## src/rtl/boot_fetch_unit.sv

```systemverilog
// -----------------------------------------------------------------------------
// boot_fetch_unit
//
// Instruction fetch front-end for the boot ROM. Holds the fetch PC, reads the
// ROM combinationally through rom_addr/rom_inst, and buffers {pc, inst, fault}
// entries in a small prefetch FIFO. The FIFO head is presented to decode over
// a valid/ready handshake. A redirect flushes everything and restarts fetch at
// redirect_pc. A fetch that is misaligned or beyond the ROM produces one
// faulting entry carrying NOP_INST and then halts fetch until a redirect.
//
// Ports:
//   clk             in   1   system clock
//   reset_n         in   1   synchronous active-low reset
//   rom_addr        out  12  byte address to ROM (fetch_pc[11:0])
//   rom_inst        in   32  ROM data, combinational from rom_addr
//   redirect_valid  in   1   flush and restart fetch
//   redirect_pc     in   32  new fetch PC
//   out_valid       out  1   FIFO head is valid
//   out_ready       in   1   decode accepts the head
//   out_pc          out  32  PC of the head entry
//   out_inst        out  32  instruction of the head entry
//   out_fault       out  1   head entry is a fetch fault
//   perf_fetch_cnt  out  32  saturating count of accepted instructions
//                            (present only when FETCH_PERF_CNT_EN is defined)
//
// Build options:
//   FETCH_PERF_CNT_EN  adds the perf_fetch_cnt port and its counter.
//   ASSERT             enables FIFO overflow/underflow assertions.
// -----------------------------------------------------------------------------
module boot_fetch_unit #(
  parameter logic [31:0] RESET_PC   = 32'h0000_0000,
  parameter int          ROM_WORDS  = 128,
  parameter int          FIFO_DEPTH = 2,
  parameter logic [31:0] NOP_INST   = 32'h0000_0013
) (
  input  logic        clk,
  input  logic        reset_n,
  output logic [11:0] rom_addr,
  input  logic [31:0] rom_inst,
  input  logic        redirect_valid,
  input  logic [31:0] redirect_pc,
  output logic        out_valid,
  input  logic        out_ready,
  output logic [31:0] out_pc,
  output logic [31:0] out_inst,
  output logic        out_fault
`ifdef FETCH_PERF_CNT_EN
  ,
  output logic [31:0] perf_fetch_cnt
`endif
);

  // Pointer width covers FIFO_DEPTH entries; since the depth is a power of
  // two, natural binary wrap of the pointer gives modulo-depth behaviour.
  localparam int PTR_W = (FIFO_DEPTH > 1) ? $clog2(FIFO_DEPTH) : 1;
  // Count must be able to represent the full value FIFO_DEPTH.
  localparam int CNT_W = $clog2(FIFO_DEPTH + 1);

  localparam logic [CNT_W-1:0] COUNT_FULL = CNT_W'(FIFO_DEPTH);
  // First byte address past the ROM.
  localparam logic [31:0]      ROM_LIMIT  = 32'(ROM_WORDS) << 2;

  // ---------------------------------------------------------------------------
  // State
  // ---------------------------------------------------------------------------
  logic [31:0]      fetch_pc_reg;
  logic             halted_reg;
  logic [PTR_W-1:0] wr_ptr_reg;
  logic [PTR_W-1:0] rd_ptr_reg;
  logic [CNT_W-1:0] count_reg;

  logic [31:0]      pc_mem    [FIFO_DEPTH];
  logic [31:0]      inst_mem  [FIFO_DEPTH];
  logic             fault_mem [FIFO_DEPTH];

  // ---------------------------------------------------------------------------
  // Next-state signals
  // ---------------------------------------------------------------------------
  logic [31:0]      fetch_pc_next;
  logic             halted_next;
  logic [PTR_W-1:0] wr_ptr_next;
  logic [PTR_W-1:0] rd_ptr_next;
  logic [CNT_W-1:0] count_next;

  logic             pop;
  logic             push;
  logic             fetch_fault;
  logic [31:0]      push_inst;

  // ROM address always tracks the fetch PC, even while halted.
  assign rom_addr = fetch_pc_reg[11:0];

  // Head is valid whenever anything is buffered.
  assign out_valid = (count_reg != '0);
  assign pop       = out_valid && out_ready;

  // Misaligned or out-of-ROM fetches are faults. The compare is on the full
  // 32-bit PC so that high addresses aliasing into rom_addr are still caught.
  assign fetch_fault = (fetch_pc_reg[1:0] != 2'b00) || (fetch_pc_reg >= ROM_LIMIT);

  // A slot is available if the FIFO is not full, or if the head leaves in the
  // same cycle. Redirect takes priority and suppresses the push.
  assign push = !halted_reg && !redirect_valid &&
                ((count_reg < COUNT_FULL) || pop);

  assign push_inst = fetch_fault ? NOP_INST : rom_inst;

  // ---------------------------------------------------------------------------
  // Fetch PC / halt control
  // ---------------------------------------------------------------------------
  always_comb begin
    fetch_pc_next = fetch_pc_reg;
    halted_next   = halted_reg;
    if (redirect_valid) begin
      fetch_pc_next = redirect_pc;
      halted_next   = 1'b0;
    end else if (push) begin
      if (fetch_fault) begin
        // Hold the PC on the faulting address; fetch stays stopped until a
        // redirect supplies a new PC.
        halted_next = 1'b1;
      end else begin
        fetch_pc_next = fetch_pc_reg + 32'd4;
      end
    end
  end

  // ---------------------------------------------------------------------------
  // FIFO pointers and occupancy
  // ---------------------------------------------------------------------------
  always_comb begin
    wr_ptr_next = wr_ptr_reg;
    rd_ptr_next = rd_ptr_reg;
    count_next  = count_reg;
    if (redirect_valid) begin
      // Full flush. A coincident pop is still considered accepted by decode;
      // it simply has nothing left to advance past.
      wr_ptr_next = '0;
      rd_ptr_next = '0;
      count_next  = '0;
    end else begin
      if (push) begin
        wr_ptr_next = wr_ptr_reg + PTR_W'(1);
      end
      if (pop) begin
        rd_ptr_next = rd_ptr_reg + PTR_W'(1);
      end
      // Simultaneous push and pop leaves occupancy unchanged.
      count_next = count_reg + CNT_W'(push) - CNT_W'(pop);
    end
  end

  always_ff @(posedge clk) begin
    if (!reset_n) begin
      fetch_pc_reg <= RESET_PC;
      halted_reg   <= 1'b0;
      wr_ptr_reg   <= '0;
      rd_ptr_reg   <= '0;
      count_reg    <= '0;
    end else begin
      fetch_pc_reg <= fetch_pc_next;
      halted_reg   <= halted_next;
      wr_ptr_reg   <= wr_ptr_next;
      rd_ptr_reg   <= rd_ptr_next;
      count_reg    <= count_next;
    end
  end

  // ---------------------------------------------------------------------------
  // FIFO storage
  // ---------------------------------------------------------------------------
  always_ff @(posedge clk) begin
    if (!reset_n) begin
      for (int i = 0; i < FIFO_DEPTH; i++) begin
        pc_mem[i]    <= '0;
        inst_mem[i]  <= '0;
        fault_mem[i] <= 1'b0;
      end
    end else if (push) begin
      pc_mem[wr_ptr_reg]    <= fetch_pc_reg;
      inst_mem[wr_ptr_reg]  <= push_inst;
      fault_mem[wr_ptr_reg] <= fetch_fault;
    end
  end

  // Outputs come straight from FIFO registers (no path from any input). They
  // are forced to zero while nothing is buffered so stale entries left behind
  // by a flush or reset are never visible.
  assign out_pc    = out_valid ? pc_mem[rd_ptr_reg]    : 32'd0;
  assign out_inst  = out_valid ? inst_mem[rd_ptr_reg]  : 32'd0;
  assign out_fault = out_valid ? fault_mem[rd_ptr_reg] : 1'b0;

  // ---------------------------------------------------------------------------
  // Optional performance counter: accepted instructions, saturating.
  // Redirects do not clear it; only reset does.
  // ---------------------------------------------------------------------------
`ifdef FETCH_PERF_CNT_EN
  logic [31:0] perf_cnt_reg;

  always_ff @(posedge clk) begin
    if (!reset_n) begin
      perf_cnt_reg <= '0;
    end else if (pop && (perf_cnt_reg != 32'hFFFF_FFFF)) begin
      perf_cnt_reg <= perf_cnt_reg + 32'd1;
    end
  end

  assign perf_fetch_cnt = perf_cnt_reg;
`endif

  // ---------------------------------------------------------------------------
  // Occupancy sanity checks
  // ---------------------------------------------------------------------------
`ifdef ASSERT
  always_ff @(posedge clk) begin
    if (reset_n && !redirect_valid) begin
      assert (!(push && !pop && (count_reg == COUNT_FULL)));
      assert (!(pop && (count_reg == '0)));
      assert (count_reg <= COUNT_FULL);
    end
  end
`endif

endmodule

```

## config.mk

```make
export PLATFORM = sky130hd
export DESIGN_NAME = boot_fetch_unit
export DESIGN_NICKNAME = d
export VERILOG_FILES = /design/src/rtl/boot_fetch_unit.sv
export SDC_FILE = /design/constraint.sdc
export NUM_CORES = 1
export LEC_CHECK = 0
export ABC_AREA = 1
export BUFFER_PORTS_ARGS = -buffer_cell sky130_fd_sc_hd__buf_2
export CAP_MARGIN = 15
export CORE_MARGIN = 3
export CORE_UTILIZATION = 55
export CTS_CLUSTER_DIAMETER = 60
export DETAILED_ROUTE_END_ITERATION = 12
export GPL_TIMING_DRIVEN = 0
export PLACE_DENSITY = 0.79
export SETUP_SLACK_MARGIN = 0.1
export SYNTH_ARGS = -nofsm -noshare
export SYNTH_HDL_FRONTEND = slang
export SYNTH_SLANG_ARGS = --single-unit
```

## constraint.sdc

```tcl
create_clock -name clk -period 4.6 [get_ports clk]
set_clock_uncertainty 0.05 [all_clocks]
set_input_delay 0 -clock clk [delete_from_list [all_inputs] [get_ports clk]]
set_output_delay 0 -clock clk [all_outputs]
set_load 0.01 [all_outputs]
```

==> results.yml <==
status:
  status: "finished, final reports clean"
critical_path:
  worstPathRequired_ns: 4.60
  reg2reg_depth: 7
  max_stage_delay_ns: 0.65
  path_delay_family: "simple AND/OR/NAND/NOR gates"
  cp_slowest_cell: "nand2_4"
  crit_fanout: 64
  crit_buf_inv: 3
  start_kind: "flip-flop"
  end_kind: "flip-flop"
  crit_chain: "nand2_1 -> nand3_4 -> inv_2 -> nand3_2 -> buf_2 -> buf_6 -> nand2_4"
  crit_arrival_ns: 2.30
  crit_type: "flip-flop to flip-flop"
  cp.depth: 7
sta:
  min_period_over_period: 0.500
  fmax_mhz: 435
  tightest_slew_ns: 0.893
  drv_slew: 0
  slew_headroom: 0.404
  finalSetupTns_ns: 0
  rsz0062_at_grt: "false"
  hold_viol_final: 0
  fin_crit_ns: 2.30
  final-setup-viol-count: 0
floorplanning:
  coreArea_sq_mm: 0.0135
  rows: 42
  die_area_sq_mm: 0.0154
  start_util: 0.570
  die_y_um: 124
  fp.dieW_um: 124
  num_io_pins: 146
cts:
  clockBufferDepth: 2
  cts_setup_buffers: 0
  h-tree-depth: 4
  clk_pin_slew_ns: 0.06
  cts_made_buffers: 17
  cts.sinks: 168
  clock_latency_ns: 0.44
  clock-root-buffer: "clkbuf_16"
  cts_tree: "built"
layout:
  drive_above_1_share: 0.233
  syn2layout_area_growth_pct: 30.8
  final_core_util: 0.746
  ff_latch_area_sq_mm: 0.00464
  n_antenna_cell: 0
  nNetsFinal: 1130
  num-fill-cells: 935
  multiInputGateArea_sq_mm: 0.00236
power:
  seq_power_share: 0.486
  comb_power_share: 0.108
  p_sw_frac: 0.242
  p_clk_frac: 0.406
  power_density_mw_per_mm2: 359
  vdd_drop_max_v: 0.000233
  leakage_nw: 4.24
  power.internal_w: 0.00273
  p_sw_w: 0.000871
route:
  drt-total-wl_um: 19800
  drt_iter0_markers: 529
  ant_nets: 0
  vias: 6594
  drc_errors: 0
  avgRoutedWirePerCell_um: 15.9
  vias_per_cell: 5.29
  first_pass_iters: 5
global_routing:
  gr-total-overflow: 0
  antenna_found_initial: 0
  grt_max_degree: 65
  grt_pass1_vias: 6503
  grt_use_total: 0.273
  grt_pass1_wl_um: 31500
placed_design:
  post-dp-hpwl_um: 12100
  place.gp.congestion: 0.847
  io_buffers: 144
synthesis:
  synth-seq-area-share: 0.606
  synth_nets: 889
  yosysWarnings: 0
  synth_area_per_cell_sq_um: 9.39
  ys_seq_elements: 168
  syn_inst: 817
  netlist_area_sq_mm: 0.00767
  synth_cell_types: 30
run:
  cap_violations: 0
min_path:
  hold_path_depth: 5
  hold_class: "input pin to flip-flop"
-- power groups by stage --
stage               Sequential (W)  Clock (W)  Combinational, W
global route               0.00176    0.00153          0.000431
floorplan                  0.00177          0          0.000210
detailed placement         0.00178          0          0.000328
CTS                        0.00175    0.00146          0.000381
global placement           0.00178          0          0.000320
finish                     0.00175    0.00146          0.000388
-- cells in the final DEF (no fill, tap or decap), types with 3 or more instances in the layout --
cell	n
nand2_1	178
buf_2	162
edfxtp_1	128
a21oi_1	101
nor2_1	100
dlygate4sd3_1	78
inv_1	66
nor3_1	43
dfxtp_1	40
nand3_1	31
clkbuf_16	21
nor3_2	15
clkbuf_1	14
buf_1	13
o21ai_0	12
buf_4	12
inv_2	10
buf_6	9
ha_1	4
inv_6	4
a211oi_1	3
-- metal layers --
metal | up-vias | routed length, um | global-route usage
met1 | 3052 | 7630 | 0.331
met5 | - | 0 | 0
met2 | 331 | 10300 | 0.474
li1 | 3180 | - | -
met4 | 0 | 354 | 0.113
met3 | 31 | 1500 | 0.0590
-- worst min-delay path, stage by stage --
cell,delay (ns)
buf_6,0.11
inv_2,0.08
nand3_4,0.11
nand2_1,0.05
a21oi_1,0.12
-- Yosys cell counts --
library cell,number,share of area
buf_6,9,0.013
nor3b_1,2,0.0020
edfxtp_1,128,0.50
xnor2_1,1,0.0011
nor3_2,15,0.020
inv_1,66,0.032
nand3_1,31,0.020
nor2_1,100,0.049
ha_1,4,0.0065
buf_4,12,0.012
nor3_1,43,0.028
dfxtp_1,40,0.10
a21oi_1,101,0.066
nor2_4,1,0.0015
or2_2,1,0.00082
buf_1,13,0.0064
a211oi_1,3,0.0029
clkbuf_1,14,0.0069
buf_2,18,0.012
nand3_4,2,0.0046
o21ai_0,12,0.0078
nand3_2,1,0.0013
clkinv_1,2,0.00098
nand2_2,1,0.00082
xor2_1,2,0.0023
o211ai_1,1,0.00098
o21ai_1,2,0.0013
nor2_2,2,0.0016
nand2_1,180,0.088
inv_2,10,0.0049
-- worst paths after layout --
kind	from	endpoint	slack [ns]
max	count_reg[1]	inst_mem[1][22]	2.30
min	redirect_valid	wr_ptr_reg	0.03
max reg2reg	count_reg[1]	inst_mem[1][22]	2.30
min reg2reg	fetch_pc_reg[17]	fetch_pc_reg[17]	0.42
-- stage by stage --
step | std cells | hold slack [ns] | setup slack, ns | area (sq um) | total power [W]
final | 1247 | 0.0281 | 2.30 | 10000 | 0.00360
after global routing | 1247 | 0.0547 | 2.15 | 10000 | 0.00372
after CTS | 1247 | 0.0105 | 2.29 | 10000 | 0.00359
after detailed placement | 1137 | 0.207 | 2.31 | 8630 | 0.00211
after global placement | 1137 | 0.204 | 0.883 | 8610 | 0.00210
after floorplan | 817 | 0.0905 | 1.75 | 7670 | 0.00198
-- layout make-up --
class / count / share of cell area
Buffer: 66 / 0.0382
Clock buffer: 23 / 0.0551
Clock inverter: 9 / 0.00699
Inverter: 78 / 0.0292
Multi-Input combinational cell: 505 / 0.236
Sequential cell: 168 / 0.463
Tap cell: 176 / 0.0220
Timing Repair Buffer: 222 / 0.150
-- kinds of logic after synthesis --
logic type | after synthesis | share of synthesized area
AOI/OAI and AO/OA | 119 | 0.0790
xor gates and xnor gates | 3 | 0.00343
adders and majority gates | 4 | 0.00653
buffers and inverters | 144 | 0.0881
DFF | 168 | 0.606
and+or+nand+nor | 379 | 0.217
-- timing repair --
item / 4_1_cts / 5_1_grt
resized for setup: 0 / 0
hold endpoints to repair: 99 / 0
hold buffers: 78 / 0
endpoints found under the setup margin: 0 / 0
No activity file was read; power rests on OpenSTA's default activity.
